**src/rtl/lc3_decode_pkg.sv**
```systemverilog
// Shared types and constants for the LC-3 decode stage: opcode values,
// immediate-kind selector and the decoded instruction record.
package lc3_decode_pkg;

  localparam logic [3:0] OP_BR   = 4'b0000;
  localparam logic [3:0] OP_ADD  = 4'b0001;
  localparam logic [3:0] OP_LD   = 4'b0010;
  localparam logic [3:0] OP_ST   = 4'b0011;
  localparam logic [3:0] OP_JSR  = 4'b0100;
  localparam logic [3:0] OP_AND  = 4'b0101;
  localparam logic [3:0] OP_LDR  = 4'b0110;
  localparam logic [3:0] OP_STR  = 4'b0111;
  localparam logic [3:0] OP_NOT  = 4'b1001;
  localparam logic [3:0] OP_LDI  = 4'b1010;
  localparam logic [3:0] OP_STI  = 4'b1011;
  localparam logic [3:0] OP_JMP  = 4'b1100;
  localparam logic [3:0] OP_LEA  = 4'b1110;
  localparam logic [3:0] OP_TRAP = 4'b1111;

  localparam logic [3:0] RTI = 4'b1000;
  localparam logic [3:0] RSV = 4'b1101;
  localparam logic [2:0] R7  = 3'd7;

  typedef enum logic [2:0] {IMM5, OFF6, OFF9, OFF11, TRAP8, NONE} imm_kind_e;

  typedef struct packed {
    logic [15:0] pc;
    logic [3:0]  opcode;
    logic [2:0]  dr;
    logic [2:0]  sr1;
    logic [2:0]  sr2;
    logic        imm_mode;
    logic [15:0] imm;
    logic [2:0]  nzp;
    logic        writes_reg;
    logic        sets_cc;
    logic        is_mem;
    logic        is_branch;
    logic        illegal;
  } decoded_t;

endpackage

```
**src/rtl/lc3_decode_comb.sv**
```systemverilog
// Purely combinational LC-3 instruction decoder: instruction word + PC -> decoded_t.
module lc3_decode_comb
  import lc3_decode_pkg::*;
#(
  parameter bit CHECK_RESERVED = 1'b1
) (
  input  logic [15:0] instr,
  input  logic [15:0] pc,
  output decoded_t    dec
);

  imm_kind_e kind_s;
  logic      rsv_bad_s;
  logic      bad_op_s;
  logic      wr_s;
  logic      cc_s;
  logic      mem_s;
  logic      br_s;

  // Per-opcode field selection, class flags and must-be-fixed bit checks
  always_comb begin
    dec            = '0;
    dec.pc         = pc;
    dec.opcode     = instr[15:12];
    dec.dr         = instr[11:9];
    dec.sr1        = instr[8:6];
    dec.sr2        = instr[2:0];
    dec.imm_mode   = 1'b0;
    dec.nzp        = 3'b000;
    kind_s         = NONE;
    rsv_bad_s      = 1'b0;
    bad_op_s       = 1'b0;
    wr_s           = 1'b0;
    cc_s           = 1'b0;
    mem_s          = 1'b0;
    br_s           = 1'b0;
    case (instr[15:12])
      OP_BR: begin
        kind_s  = OFF9;
        dec.nzp = instr[11:9];
        br_s    = 1'b1;
      end
      OP_ADD, OP_AND: begin
        dec.imm_mode = instr[5];
        wr_s         = 1'b1;
        cc_s         = 1'b1;
        if (instr[5]) begin
          kind_s = IMM5;
        end else begin
          kind_s    = NONE;
          rsv_bad_s = (instr[4:3] != 2'b00);
        end
      end
      OP_LD, OP_LDI: begin
        kind_s = OFF9;
        wr_s   = 1'b1;
        cc_s   = 1'b1;
        mem_s  = 1'b1;
      end
      OP_ST, OP_STI: begin
        kind_s  = OFF9;
        dec.sr2 = instr[11:9];
        mem_s   = 1'b1;
      end
      OP_JSR: begin
        dec.dr = R7;
        wr_s   = 1'b1;
        br_s   = 1'b1;
        if (instr[11]) begin
          kind_s = OFF11;
        end else begin
          kind_s    = NONE;
          rsv_bad_s = (|instr[10:9]) | (|instr[5:0]);
        end
      end
      OP_LDR: begin
        kind_s = OFF6;
        wr_s   = 1'b1;
        cc_s   = 1'b1;
        mem_s  = 1'b1;
      end
      OP_STR: begin
        kind_s  = OFF6;
        dec.sr2 = instr[11:9];
        mem_s   = 1'b1;
      end
      OP_NOT: begin
        wr_s      = 1'b1;
        cc_s      = 1'b1;
        rsv_bad_s = (instr[5:0] != 6'h3F);
      end
      OP_JMP: begin
        br_s      = 1'b1;
        rsv_bad_s = (|instr[11:9]) | (|instr[5:0]);
      end
      OP_LEA: begin
        kind_s = OFF9;
        wr_s   = 1'b1;
      end
      OP_TRAP: begin
        kind_s    = TRAP8;
        dec.dr    = R7;
        wr_s      = 1'b1;
        br_s      = 1'b1;
        rsv_bad_s = |instr[11:8];
      end
      RTI, RSV: bad_op_s = 1'b1;
      default:  bad_op_s = 1'b1;
    endcase

    case (kind_s)
      IMM5:    dec.imm = {{11{instr[4]}}, instr[4:0]};
      OFF6:    dec.imm = {{10{instr[5]}}, instr[5:0]};
      OFF9:    dec.imm = {{7{instr[8]}}, instr[8:0]};
      OFF11:   dec.imm = {{5{instr[10]}}, instr[10:0]};
      TRAP8:   dec.imm = {8'h00, instr[7:0]};
      NONE:    dec.imm = 16'h0000;
      default: dec.imm = 16'h0000;
    endcase

    dec.illegal = bad_op_s | (CHECK_RESERVED & rsv_bad_s);
    // Illegal encodings still travel downstream but must not cause any side effect
    if (dec.illegal) begin
      dec.writes_reg = 1'b0;
      dec.sets_cc    = 1'b0;
      dec.is_mem     = 1'b0;
      dec.is_branch  = 1'b0;
    end else begin
      dec.writes_reg = wr_s;
      dec.sets_cc    = cc_s;
      dec.is_mem     = mem_s;
      dec.is_branch  = br_s;
    end
  end

endmodule

```
**src/rtl/lc3_decode_stage.sv**
```systemverilog
// LC-3 decode pipeline stage: registered decode behind a valid/ready handshake.
// Optional macro LC3_DECODE_SKID_EN adds a skid entry and a registered in_ready.
module lc3_decode_stage
  import lc3_decode_pkg::*;
#(
  parameter bit CHECK_RESERVED = 1'b1
) (
  input  logic        clk,
  input  logic        rst_n,
  input  logic        in_valid,
  output logic        in_ready,
  input  logic [15:0] in_instr,
  input  logic [15:0] in_pc,
  input  logic        flush,
  output logic        out_valid,
  input  logic        out_ready,
  output logic [15:0] out_pc,
  output logic [3:0]  out_opcode,
  output logic [2:0]  out_dr,
  output logic [2:0]  out_sr1,
  output logic [2:0]  out_sr2,
  output logic        out_imm_mode,
  output logic [15:0] out_imm,
  output logic [2:0]  out_nzp,
  output logic        out_writes_reg,
  output logic        out_sets_cc,
  output logic        out_is_mem,
  output logic        out_is_branch,
  output logic        out_illegal
);

  decoded_t dec_s;
  decoded_t out_r;
  decoded_t out_nxt_s;
  logic     out_valid_r;
  logic     out_valid_nxt_s;
  logic     accept_s;

  lc3_decode_comb #(.CHECK_RESERVED(CHECK_RESERVED)) u_comb (
    .instr (in_instr),
    .pc    (in_pc),
    .dec   (dec_s)
  );

`ifdef LC3_DECODE_SKID_EN
  decoded_t skid_r;
  decoded_t skid_nxt_s;
  logic     skid_valid_r;
  logic     skid_valid_nxt_s;
  logic     in_ready_r;
  logic     advance_s;

  assign in_ready  = in_ready_r;
  assign accept_s  = in_valid & in_ready_r;
  assign advance_s = ~out_valid_r | out_ready;

  // Next state for output register and skid entry; the skid entry drains first
  always_comb begin
    out_nxt_s        = out_r;
    out_valid_nxt_s  = out_valid_r;
    skid_nxt_s       = skid_r;
    skid_valid_nxt_s = skid_valid_r;
    if (flush) begin
      out_valid_nxt_s  = 1'b0;
      skid_valid_nxt_s = 1'b0;
    end else if (skid_valid_r) begin
      if (advance_s) begin
        out_nxt_s        = skid_r;
        out_valid_nxt_s  = 1'b1;
        skid_valid_nxt_s = 1'b0;
      end else begin
        out_valid_nxt_s  = out_valid_r;
      end
    end else if (accept_s) begin
      if (advance_s) begin
        out_nxt_s        = dec_s;
        out_valid_nxt_s  = 1'b1;
      end else begin
        skid_nxt_s       = dec_s;
        skid_valid_nxt_s = 1'b1;
      end
    end else if (advance_s) begin
      out_valid_nxt_s = 1'b0;
    end else begin
      out_valid_nxt_s = out_valid_r;
    end
  end

  // Skid entry and registered ready
  always_ff @(posedge clk or negedge rst_n) begin
    if (!rst_n) begin
      skid_r       <= '0;
      skid_valid_r <= 1'b0;
      in_ready_r   <= 1'b1;
    end else begin
      skid_r       <= skid_nxt_s;
      skid_valid_r <= skid_valid_nxt_s;
      in_ready_r   <= ~skid_valid_nxt_s;
    end
  end
`else
  assign in_ready = ~out_valid_r | out_ready;
  assign accept_s = in_valid & in_ready;

  // Next state for the single output register; flush wins over a same-cycle accept
  always_comb begin
    out_nxt_s       = out_r;
    out_valid_nxt_s = out_valid_r;
    if (flush) begin
      out_valid_nxt_s = 1'b0;
    end else if (accept_s) begin
      out_nxt_s       = dec_s;
      out_valid_nxt_s = 1'b1;
    end else if (out_ready) begin
      out_valid_nxt_s = 1'b0;
    end else begin
      out_valid_nxt_s = out_valid_r;
    end
  end
`endif

  // Output register
  always_ff @(posedge clk or negedge rst_n) begin
    if (!rst_n) begin
      out_r       <= '0;
      out_valid_r <= 1'b0;
    end else begin
      out_r       <= out_nxt_s;
      out_valid_r <= out_valid_nxt_s;
    end
  end

  assign out_valid      = out_valid_r;
  assign out_pc         = out_r.pc;
  assign out_opcode     = out_r.opcode;
  assign out_dr         = out_r.dr;
  assign out_sr1        = out_r.sr1;
  assign out_sr2        = out_r.sr2;
  assign out_imm_mode   = out_r.imm_mode;
  assign out_imm        = out_r.imm;
  assign out_nzp        = out_r.nzp;
  assign out_writes_reg = out_r.writes_reg;
  assign out_sets_cc    = out_r.sets_cc;
  assign out_is_mem     = out_r.is_mem;
  assign out_is_branch  = out_r.is_branch;
  assign out_illegal    = out_r.illegal;

endmodule

```
**config.mk**
```make
export PLATFORM = sky130hd
export DESIGN_NAME = lc3_decode_stage
export DESIGN_NICKNAME = d
export VERILOG_FILES = /design/src/rtl/lc3_decode_pkg.sv /design/src/rtl/lc3_decode_comb.sv /design/src/rtl/lc3_decode_stage.sv
export SDC_FILE = /design/constraint.sdc
export NUM_CORES = 1
export LEC_CHECK = 0
export ABC_AREA = 1
export BUFFER_PORTS_ARGS = -buffer_cell sky130_fd_sc_hd__buf_2
export CAP_MARGIN = 25
export CORE_ASPECT_RATIO = 0.9
export CORE_UTILIZATION = 52
export DETAILED_ROUTE_END_ITERATION = 8
export GPL_TIMING_DRIVEN = 0
export MAX_ROUTING_LAYER = met4
export PLACE_DENSITY = 0.85
export SLEW_MARGIN = 20
export SYNTH_ARGS = -nofsm -noshare
export SYNTH_HDL_FRONTEND = slang
export SYNTH_SLANG_ARGS = --single-unit
```
**constraint.sdc**
```tcl
create_clock -name clk -period 3.3 [get_ports clk]
set_input_delay 0.165 -clock clk [delete_from_list [all_inputs] [get_ports clk]]
set_output_delay 0.165 -clock clk [all_outputs]
set_load 0.01 [all_outputs]
```
==> out/results.env <==
NETLIST-CELL-TYPE-COUNT=24
IR_DROP_uV=369
REGTOREGENDPOINT='out_sr2[0]'
SYNTH-SEQ-AREA-SHARE_PCT=53.4
START_UTIL_PCT=55.6
DIE_H_UM=65.7
GRT_START_MAX_NET_PINS=35
POWER_REPORT.INTERNAL_TOTAL_uW=1060
CLOCK_PIN_SLEW_ON_THE_WORST_SETUP_AND_HOLD_PATHS_NS=0.08
POST_CTS_BUFFERS=0
NUM_ROWS=22
FINCLKSKEW_NS=0.00615
ANTENNA_CELLS_INSERTED=0
CRIT_PATH_CAPTURE='out_sr2[0]'
SYNTH_AREA_PER_CELL_UM2=7.66
POWER.STATIC_LEAKAGE_uW=0.00177
DRT_PASS_1_ITERS=4
FINAL-MAX-SLEW-VIOLATION-COUNT=0
SYNTH.NET_COUNT=343
SETUP_TOTAL_NEGATIVE_SLACK_NS=0
WORSTSETUPPATHTYPE='reg -> reg'
LARGEST_REGISTER_FF_COUNT=16
NETSWITCHINGPOWER_uW=446
FINALWIRELENGTH_MM=5.78
FLOORPLAN.DIE_AREA_MM2=0.00478
DIE_X_UM=72.8
GRT_USE_TOTAL_PCT=26.7
DETAIL_PLACEMENT_HPWL_MM=4.53
FILLER_CELL_COUNT=345
PLACED_CELLS_INCL_TAPS=459
FMAX_MHz=651
RR_STARTPOINT='out_valid'
FINALHOLDVIOLATIONS=0
WORST_EP_ARRIVAL_TIME_NS=1.76
WORST_HOLD_SLACK_NS=0.0227
CORE_REGION_AREA_MM2=0.00421
FINALCRITICALPERIOD_NS=1.54
UNREPAIRED_SETUP_ENDPOINTS_AFTER_GLOBAL_ROUTING='no'
TRITONCTS='yes'
CAP_VIOLATIONS=0
CTS-ROOT-BUF='clkbuf_8'
MOSTFREQUENTLAYOUTCELL='nand2_1'
TIMING.CRITICAL_PATH.FROM_TYPE='register'
DRT_DRC_VIOLATIONS_LEFT=0
POWER-PER-CELL-AREA_mW_PER_MM2=498
PWR-SHARE-CLK_PCT=26.6
SYNTHTOPCELLSBYAREA='dfrtp_1 53%, nand2_1 23%, nor2_1 4.6%, o21ai_0 3.4%, inv_1 2.9%'
SYN_TO_FINAL_GROWTH_PCT=28.8
CRIT_PATH_START='out_valid'
ANTENNA_FOUND_INITIAL=0
CLOCK_INSERTION_DELAY_WORST_SKEW_NS=0.30
AVGROUTEDWIREPERCELL_UM=12.4
CRITICAL_PATH_PEAK_FANOUT=10
DETAILEDROUTE.FIRSTITERATIONVIOLATIONS=67
CTSLONGESTPATHBUFFERS=2
MIN_PATH_TYPE='in -> reg'
AREA_LEADER_NETLIST='dfrtp_1'
GRT_FIRST_PASS_WIRELENGTH_MM=9.45
NUMCLOCKSINKS=50
IO-PIN-COUNT=93
GRT_PASS1_VIAS=2062
FINALCRITPERIODSHARE_PCT=46.6
SYN_INST=306
CTS_HTREE_LEVELS=2
PATH_DEPTH_OF_THE_WORST_REG2REG_PATH=8
SYNTHESIS.AREA_MM2=0.00234
VIAS_PER_CELL=4.90
SYNTH_TOP_AREA_SHARE_PCT=53.4
GRT_OVERFLOW_TOTAL=0
ENDPOINT_KIND='register'
MAX_SLEW_MARGIN_VS_LIMIT_PCT=70.0
MOST_FREQUENT_CELLS_IN_THE_LAYOUT='142 x nand2_1, 93 x buf_2, 50 x dfrtp_1'
SYNTH_SEQ_CELLS=50
TIGHTESTPINTRANSITION_NS=0.449
POST_ROUTE_CELLS_DRIVE_ABOVE_1_SHARE_PCT=29.2
STATUS='completed'
SETUP-VIOLATIONS-FINAL=0
ROUTED-VIA-COUNT=2291
CTS-BUFFERS-INSERTED=5
SWITCHING_SHARE_PCT=29.6
WORST-ENDPOINT-REQUIRED_NS=3.52
TIMING.REG2REG.SETUP_SLACK_NS=1.76
SEQPWRFRAC_PCT=49.4
NNETSFINAL=444
SYNTH-WARNING-COUNT=0
PORT-BUFFER-COUNT=92
ROUTE.ANTENNA.REMAINING_NETS=0
FINALWEIGHTEDCONGESTION=0.888
POWER.SHARE.COMBINATIONAL_PCT=24.0
FINISH.CELL_COUNT_WITHOUT_FILLERS=468
-- synth_stat cells --
cell	number
a21oi_1	4
a21oi_2	1
buf_1	4
buf_2	1
buf_4	7
clkbuf_1	2
dfrtp_1	50
inv_1	18
inv_2	3
nand2_1	142
nand2_2	1
nand2_4	1
nand3_1	13
nand3_2	1
nand4_1	3
nand4_2	1
nor2_1	29
nor2_2	1
nor3_1	1
nor3_2	1
o211ai_1	2
o21ai_0	16
o21ai_1	3
o31ai_1	1
-- power by group through the flow --
stage | clock network, uW | logic [uW] | registers [uW]
finish | 400 | 361 | 743
global route | 437 | 406 | 752
CTS | 410 | 365 | 743
detailed placement | 0 | 364 | 753
global placement | 0 | 353 | 750
floorplan | 0 | 142 | 797
-- worst max-delay path, stage by stage, from the launching register on --
cell     delay, ns
dfrtp_1       0.38
inv_1         0.06
nor2_1        0.04
inv_1         0.09
nand2_2       0.15
inv_2         0.15
buf_2         0.23
o21ai_0       0.17
o21ai_0       0.18
-- cells by family after synthesis --
logic type	share of synthesized area, %
compound gates	6.25
flops	53.4
simple gates	33.6
buf+inv	6.78
-- cell type report --
cell class                 count  area [um^2]  area share (%)
sequential                    50         1250            41.4
multi-input combinational    221          933            30.9
timing repair buffer          94          490            16.2
clock buffer                   8          110            3.65
buffer                        14         80.1            2.65
inverter                      21         78.8            2.61
tap                           60         75.1            2.49
-- metal layers --
metal,GRT usage (%),up-vias,share of wire (%)
li1,-,1146,-
met2,41.5,74,45
met4,7.35,0,1.1
met1,37.0,1064,49
met5,-,-,0
met3,3.83,7,4.9
-- stage by stage --
step           area (um^2)  total power (uW)  util, %  setup WS, ns
2_1_floorplan         2340               939        -          2.02
3_3_place_gp          2880              1100     68.4          1.86
3_5_place_dp          2900              1120     68.8          1.80
4_1_cts               3020              1520     71.7          1.78
5_1_grt               3020              1590     71.7          1.63
6_report              3020              1500     71.7          1.76
-- worst min-delay path by stage --
stage                from  slack [ns]  cells after the start             to
floorplan           rst_n       -0.13                      0      out_dr[0]
global placement    flush        0.34                      2      out_valid
detailed placement  rst_n        0.12                      1  out_opcode[3]
CTS                 flush        0.02                      2      out_valid
global route        flush        0.03                      2      out_valid
finish              flush        0.02                      2      out_valid
-- repair_timing --
action,in CTS,in global routing
endpoints found under the hold margin,16,0
gates resized for setup,0,0
hold buffers,1,0
Power figures use the tool's default switching activity.
